<file path="config.mk">
export PLATFORM = sky130hd
export DESIGN_NAME = obj_list_mgr_flat
export DESIGN_NICKNAME = d
export VERILOG_FILES = /design/src/rtl/obj_list_if.sv /design/src/rtl/obj_list_mgr.sv /design/src/flat_wrapper.sv
export SDC_FILE = /design/constraint.sdc
export NUM_CORES = 2
export LEC_CHECK = 0
export CORE_UTILIZATION = 40
export CTS_BUF_LIST = sky130_fd_sc_hd__clkbuf_8
export CTS_CLUSTER_DIAMETER = 200
export DETAILED_ROUTE_END_ITERATION = 10
export GPL_TIMING_DRIVEN = 0
export PLACE_DENSITY = 0.69
export SLEW_MARGIN = 0
export SYNTH_ARGS = -nofsm -noshare
export SYNTH_HDL_FRONTEND = slang
export SYNTH_SLANG_ARGS = --single-unit
</file>
<file path="constraint.sdc">
create_clock -name clk -period 74.6 [get_ports clk]
set_input_delay 14.92 -clock clk [delete_from_list [all_inputs] [get_ports clk]]
set_output_delay 14.92 -clock clk [all_outputs]
set_load 0.02 [all_outputs]
</file>
<file path="src/rtl/obj_list_if.sv">
// obj_list_if: command/response bundle for the object-list manager.
// master drives commands, slave accepts them and answers.
interface obj_list_if #(
  parameter int OBJ_WIDTH = 56,
  parameter int IDX_W     = 4
);
  logic                 cmd_valid;
  logic                 cmd_ready;
  logic [1:0]           cmd_op;
  logic [IDX_W-1:0]     cmd_idx;
  logic [OBJ_WIDTH-1:0] cmd_obj;
  logic                 resp_valid;
  logic                 resp_err;
  logic [IDX_W-1:0]     resp_idx;

  modport master (
    output cmd_valid, cmd_op, cmd_idx, cmd_obj,
    input  cmd_ready, resp_valid, resp_err, resp_idx
  );

  modport slave (
    input  cmd_valid, cmd_op, cmd_idx, cmd_obj,
    output cmd_ready, resp_valid, resp_err, resp_idx
  );
endinterface

</file>
<file path="src/rtl/obj_list_mgr.sv">
// obj_list_mgr: edits a working object list, publishes it to the
// renderer's display copy only at frame start.
module obj_list_mgr #(
  parameter int OBJ_WIDTH = 56,
  parameter int MAX_LEN   = 16,
  parameter int IDX_W     = 4
) (
  input  logic                         clk,
  input  logic                         rst,
  input  logic                         frame_start,
  obj_list_if.slave                    cmd,
  output logic [OBJ_WIDTH*MAX_LEN-1:0] obj_arr_packed,
  output logic [5:0]                   obj_arr_len
);

  localparam logic [0:0] S_IDLE  = 1'b0;
  localparam logic [0:0] S_SHIFT = 1'b1;

  localparam logic [1:0] OP_ADD = 2'b00;
  localparam logic [1:0] OP_SET = 2'b01;
  localparam logic [1:0] OP_DEL = 2'b10;
  localparam logic [1:0] OP_CLR = 2'b11;

  localparam logic [5:0] FULL = 6'(MAX_LEN);

  logic [0:0]           state;
  logic [OBJ_WIDTH-1:0] work [MAX_LEN];
  logic [OBJ_WIDTH-1:0] disp [MAX_LEN];
  logic [5:0]           wlen;
  logic [5:0]           dlen;
  logic [5:0]           ptr;
  logic                 dirty;

  logic                 accept;
  logic                 commit;
  logic [5:0]           idx_x;
  logic                 idx_ok;
  logic                 is_add;
  logic                 is_set;
  logic                 is_del;
  logic                 is_clr;
  logic                 is_shift;
  logic                 more;
  logic [IDX_W-1:0]     wl_i;
  logic [IDX_W-1:0]     p_i;
  logic [IDX_W-1:0]     p_n;

  assign cmd.cmd_ready = (state == S_IDLE) && !rst;
  assign accept        = cmd.cmd_valid && cmd.cmd_ready;
  assign commit        = frame_start && (state == S_IDLE) && dirty;
  assign idx_x         = 6'(cmd.cmd_idx);
  assign idx_ok        = idx_x < wlen;

  assign is_add   = accept && (cmd.cmd_op == OP_ADD);
  assign is_set   = accept && (cmd.cmd_op == OP_SET);
  assign is_del   = accept && (cmd.cmd_op == OP_DEL);
  assign is_clr   = accept && (cmd.cmd_op == OP_CLR);
  assign is_shift = (state == S_SHIFT);

  // ptr+1 stays in range: a shift step only runs while ptr < wlen-1
  assign more = ptr < (wlen - 6'd1);
  assign wl_i = wlen[IDX_W-1:0];
  assign p_i  = ptr[IDX_W-1:0];
  assign p_n  = IDX_W'(ptr + 6'd1);

  for (genvar g = 0; g < MAX_LEN; g++) begin : g_pack
    assign obj_arr_packed[g*OBJ_WIDTH +: OBJ_WIDTH] = disp[g];
  end

  assign obj_arr_len = dlen;

  // Command execution, delete compaction and frame-start publish
  always_ff @(posedge clk) begin
    if (rst) begin
      for (int i = 0; i < MAX_LEN; i++) begin
        work[i] <= '0;
        disp[i] <= '0;
      end
      wlen           <= '0;
      dlen           <= '0;
      ptr            <= '0;
      dirty          <= 1'b0;
      state          <= S_IDLE;
      cmd.resp_valid <= 1'b0;
      cmd.resp_err   <= 1'b0;
      cmd.resp_idx   <= '0;
    end else begin
      cmd.resp_valid <= 1'b0;
      cmd.resp_err   <= 1'b0;

      // publish uses pre-command values; a same-edge edit re-dirties
      if (commit) begin
        for (int i = 0; i < MAX_LEN; i++) begin
          disp[i] <= work[i];
        end
        dlen  <= wlen;
        dirty <= 1'b0;
      end

      unique case (1'b1)
        is_add: begin
          cmd.resp_valid <= 1'b1;
          cmd.resp_idx   <= wl_i;
          if (wlen < FULL) begin
            work[wl_i] <= cmd.cmd_obj;
            wlen       <= wlen + 6'd1;
            dirty      <= 1'b1;
          end else begin
            cmd.resp_err <= 1'b1;
          end
        end
        is_set: begin
          cmd.resp_valid <= 1'b1;
          cmd.resp_idx   <= cmd.cmd_idx;
          if (idx_ok) begin
            work[cmd.cmd_idx] <= cmd.cmd_obj;
            dirty             <= 1'b1;
          end else begin
            cmd.resp_err <= 1'b1;
          end
        end
        is_del: begin
          cmd.resp_idx <= cmd.cmd_idx;
          if (idx_ok) begin
            ptr   <= idx_x;
            state <= S_SHIFT;
          end else begin
            cmd.resp_valid <= 1'b1;
            cmd.resp_err   <= 1'b1;
          end
        end
        is_clr: begin
          for (int i = 0; i < MAX_LEN; i++) begin
            work[i] <= '0;
          end
          wlen           <= '0;
          dirty          <= 1'b1;
          cmd.resp_valid <= 1'b1;
          cmd.resp_idx   <= '0;
        end
        is_shift: begin
          if (more) begin
            work[p_i] <= work[p_n];
            ptr       <= ptr + 6'd1;
          end else begin
            work[p_i]      <= '0;
            wlen           <= wlen - 6'd1;
            dirty          <= 1'b1;
            cmd.resp_valid <= 1'b1;
            state          <= S_IDLE;
          end
        end
        default: ;
      endcase
    end
  end

endmodule

</file>
<file path="src/flat_wrapper.sv">
// flat-port wrapper written by rule: the top's interface ports become plain ports
module obj_list_mgr_flat 
#(
  parameter int OBJ_WIDTH = 56,
  parameter int MAX_LEN   = 16,
  parameter int IDX_W     = 4
)
  (clk, rst, frame_start, obj_arr_packed, obj_arr_len, cmd_cmd_valid, cmd_cmd_op, cmd_cmd_idx, cmd_cmd_obj, cmd_cmd_ready, cmd_resp_valid, cmd_resp_err, cmd_resp_idx);
  obj_list_if #(.OBJ_WIDTH(OBJ_WIDTH), .IDX_W(IDX_W)) cmd_i ();
  input  logic clk;
  input  logic rst;
  input  logic frame_start;
  output logic [OBJ_WIDTH*MAX_LEN-1:0] obj_arr_packed;
  output logic [5:0] obj_arr_len;
  input wire logic [$bits(cmd_i.cmd_valid)-1:0] cmd_cmd_valid;
  input wire logic [$bits(cmd_i.cmd_op)-1:0] cmd_cmd_op;
  input wire logic [$bits(cmd_i.cmd_idx)-1:0] cmd_cmd_idx;
  input wire logic [$bits(cmd_i.cmd_obj)-1:0] cmd_cmd_obj;
  output wire logic [$bits(cmd_i.cmd_ready)-1:0] cmd_cmd_ready;
  output wire logic [$bits(cmd_i.resp_valid)-1:0] cmd_resp_valid;
  output wire logic [$bits(cmd_i.resp_err)-1:0] cmd_resp_err;
  output wire logic [$bits(cmd_i.resp_idx)-1:0] cmd_resp_idx;
  assign cmd_i.cmd_valid = cmd_cmd_valid;
  assign cmd_i.cmd_op = cmd_cmd_op;
  assign cmd_i.cmd_idx = cmd_cmd_idx;
  assign cmd_i.cmd_obj = cmd_cmd_obj;
  assign cmd_cmd_ready = cmd_i.cmd_ready;
  assign cmd_resp_valid = cmd_i.resp_valid;
  assign cmd_resp_err = cmd_i.resp_err;
  assign cmd_resp_idx = cmd_i.resp_idx;
  obj_list_mgr #(.OBJ_WIDTH(OBJ_WIDTH), .MAX_LEN(MAX_LEN), .IDX_W(IDX_W)) u_core (.clk(clk), .rst(rst), .frame_start(frame_start), .cmd(cmd_i), .obj_arr_packed(obj_arr_packed), .obj_arr_len(obj_arr_len));
endmodule
</file>
==> out/results.tsv <==
stage	metric	value	unit
timing	setup_ws	42.74	ns
synthesis	yosysWarnings	0	
outcome	status	finished, final reports clean	
floorplan	dieArea	0.1876	mm2
placement	dp_hpwl	211900	um
floorplan	core-area	0.1839	mm2
setup_path	r2r_setup_slack	69.08	ns
setup_path	critPathKind	in2out	
timing	hold_viol	0	
setup_path	crit_path_max_fanout	10	
cts	cts_hold_buffers	0	
global_route	grt_usage	29.80	%
floorplan	top_level_ports	975	
cts	htree_num_levels	5	
route	avgRoutedWirePerCell	33.30	um
synthesis	synth_nets	4604	
floorplan	num_rows	157	
power	power_density	24.57	mW/mm2
global_route	overflow	0	
power	p_int	0.001709	W
power	p_switching	0.0005939	W
timing	tightestPinTransition	1.353	ns
min_path	hold_path.class	reg2reg	
placement	portBuffers	972	
route	ant_nets	0	
route	drt_iter0_drc	6391	
synthesis	syn_inst	4527	
cts	cts_tree	yes	
setup_path	r2r_cells	11	
power	ir_drop	0.01935	mV
placement	place_ws	42.76	ns
synthesis	syn-cell-area	0.07435	mm2
setup_path	cp-endpoint	cmd_cmd_ready	
setup_path	worstSetupEndpointType	output port	
power	p_comb_share	10.2	%
synthesis	synth-edff-count	1792	
cts	post_cts_buffers	0	
floorplan	start_util	40.44	%
power	p_leak	34.87	nW
global_route	grt_max_degree	128	
timing	final.setup_skew	0.08575	ns
timing	fin_crit	31.86	ns
cts	clock_path_buffers	4	
cts	root_buffer	clkbuf_8	
cts	clk_latency	1.13	ns
power	switching_share	25.79	%
cts	cts-resized-gates	0	
power	pwr-share-seq	52.5	%
global_route	grt_pass1_wl	377400	um
synthesis	synth.avg_cell_area	16.42	um2
final_layout	final_cell_count_no_fill	8561	
global_route	antenna_found_initial	32	
route	drt_first_pass_iters	6	
cts	cts_buffers	324	
route	vias	47410	
synthesis	yosys-top-cells-area	edfxtp_1 72%, mux4_2 8.5%, and2_1 4.7%	
synthesis	synth_top_area_cell	edfxtp_1	
power	total_power	0.002303	W
setup_path	critPathArrivalTime	16.94	ns
final_layout	synthToLayoutAreaGrowth	26.10	%
floorplan	die_h	433.1	um
cts	cts.sinks	1818	
placement	placed_cells	7990	
timing	tns	0	ns
floorplan	dieWidth	433.1	um
power	p_clk_share	37.4	%
timing	setup_violations	0	
timing	drv_slew	0	
timing	min_period_over_period	42.71	%
final_layout	design_area	0.09375	mm2
final_layout	final_nets	5929	
setup_path	required	59.68	ns
synthesis	synth_common_cells	1792 x edfxtp_1, 797 x nor2_1, 563 x and2_1, 340 x nor2b_1, 280 x mux4_2	
placement	placed_cell_area	0.08798	mm2
synthesis	synth-async-reset-ratio	0	%
synthesis	synth_top_area_share	72.38	%
synthesis	synth-seq-cells	1818	
cts	path_clk_slew	0.06	ns
placement	gp_congestion	0.9245	
route	post_drt_via_cell_ratio	5.538	
setup_path	start_kind	primary input	
route	routed_wl	285100	um
synthesis	synth-main-ff-cell	edfxtp_1	
setup_path	crit_path_start	rst	
synthesis	synth.distinct_cells	57	
setup_path	r2r-end	u_core.work[1][20]	
global_route	grt_pass1_vias	46720	
final_layout	drive_gt1_share	15.93	%
timing	rsz0062_at_grt	false	
setup_path	regToRegStartpoint	u_core.wlen[3]	
timing	fmax	31.38	MHz
job	max_cap_viol_count	0	
synthesis	synth.most_common_cell	edfxtp_1	
timing	slew_headroom	9.481	%
route	drc	0	
synthesis	yosysSeqAreaShare	73.08	%
cells in the final DEF, fill, tap and decap left out, types with 11 or more instances in the layout:
cell type	n
mux4_2	280
diode_2	26
dfxtp_1	26
clkbuf_1	173
nor3_1	113
a21oi_1	18
nand2_1	14
clkinv_1	68
buf_2	78
nor2_1	797
nand3_1	12
clkinv_2	37
o21ai_0	11
buf_16	17
a22oi_4	56
inv_1	98
buf_4	49
and2_1	563
nand4_1	11
clkbuf_8	333
nor2b_1	340
nand2_4	14
clkdlybuf4s50_1	972
edfxtp_1	1792
ha_1	11
buf_6	38
kinds of logic (layout without fill, tap and decap cells):
kind of cell	after synthesis	count (layout)	share of synthesized area, %
flops	1818	1818	73.08
other cells	0	26	0
simple gates	1896	1896	13.01
compound gates	136	136	2.400
buf+inv	368	1912	2.617
fa+ha+maj	11	11	0.1851
mux	290	290	8.616
xor+xnor	8	8	0.09424
through the flow:
stage	utilization, %	hold slack (ns)
after detailed placement	47.85	0.4651
after global placement	47.40	0.4668
after CTS	50.95	0.4784
after floorplan	-	0.4624
after global routing	50.97	0.5024
final	50.99	0.4775
power groups by stage:
| stage | Combinational, W | Sequential (W) | Clock (W) |
|---|---|---|---|
| final | 0.000234 | 0.00121 | 0.000861 |
| after detailed placement | 0.000233 | 0.00123 | 0 |
| after global placement | 0.000225 | 0.00127 | 0 |
| after floorplan | 0.0000812 | 0.00127 | 0 |
| after CTS | 0.000234 | 0.00121 | 0.000868 |
| after global routing | 0.000241 | 0.00121 | 0.000911 |
registers in the layout (all words and copies together), names as in the netlist:
signal / cells
u_core.disp: 896
u_core.cmd.resp_err: 1
u_core.cmd.resp_valid: 1
u_core.ptr: 6
u_core.wlen: 6
u_core.dirty: 1
u_core.cmd.resp_idx: 4
u_core.is_shift: 1
u_core.work: 896
u_core.obj_arr_len: 6
per-layer routing:
layer | GRT usage (%) | share of wire, % | routed length, um
met5 | 0 | 0.0081 | 23
met4 | 19.06 | 7.2 | 20580
met1 | 35.84 | 35 | 100000
met3 | 6.396 | 9.3 | 26600
met2 | 48.71 | 48 | 137900
worst min-delay path by stage:
stage / startpoint / to / slack, ns / depth (start not counted)
final: u_core.work[6][13] / u_core.disp[0][349] / 0.48 / 1
after global routing: u_core.work[6][13] / u_core.disp[0][349] / 0.50 / 1
after CTS: u_core.work[6][13] / u_core.disp[0][349] / 0.48 / 1
after detailed placement: u_core.obj_arr_len[0] / u_core.obj_arr_len[0] / 0.47 / 1
after global placement: u_core.obj_arr_len[5] / u_core.obj_arr_len[5] / 0.47 / 1
after floorplan: u_core.ptr[5] / u_core.ptr[5] / 0.46 / 2
critical path: stages:
cell and delay, ns:
clkdlybuf4s50_1 0.62, clkbuf_1 0.57, nor2_1 0.15, clkdlybuf4s50_1 0.68
final cells by class:
cell class                 count  area [um2]
fill                       15440       90110
sequential                  1818       54330
multi-input combinational   2341       18200
timing repair buffer         999       10400
clock buffer                 333        4583
tap                         2464        3083
buffer                       356        1916
clock inverter               212        1125
antenna                       26       65.06
inverter                      12       52.55
No activity file was read; power rests on OpenSTA's default activity.
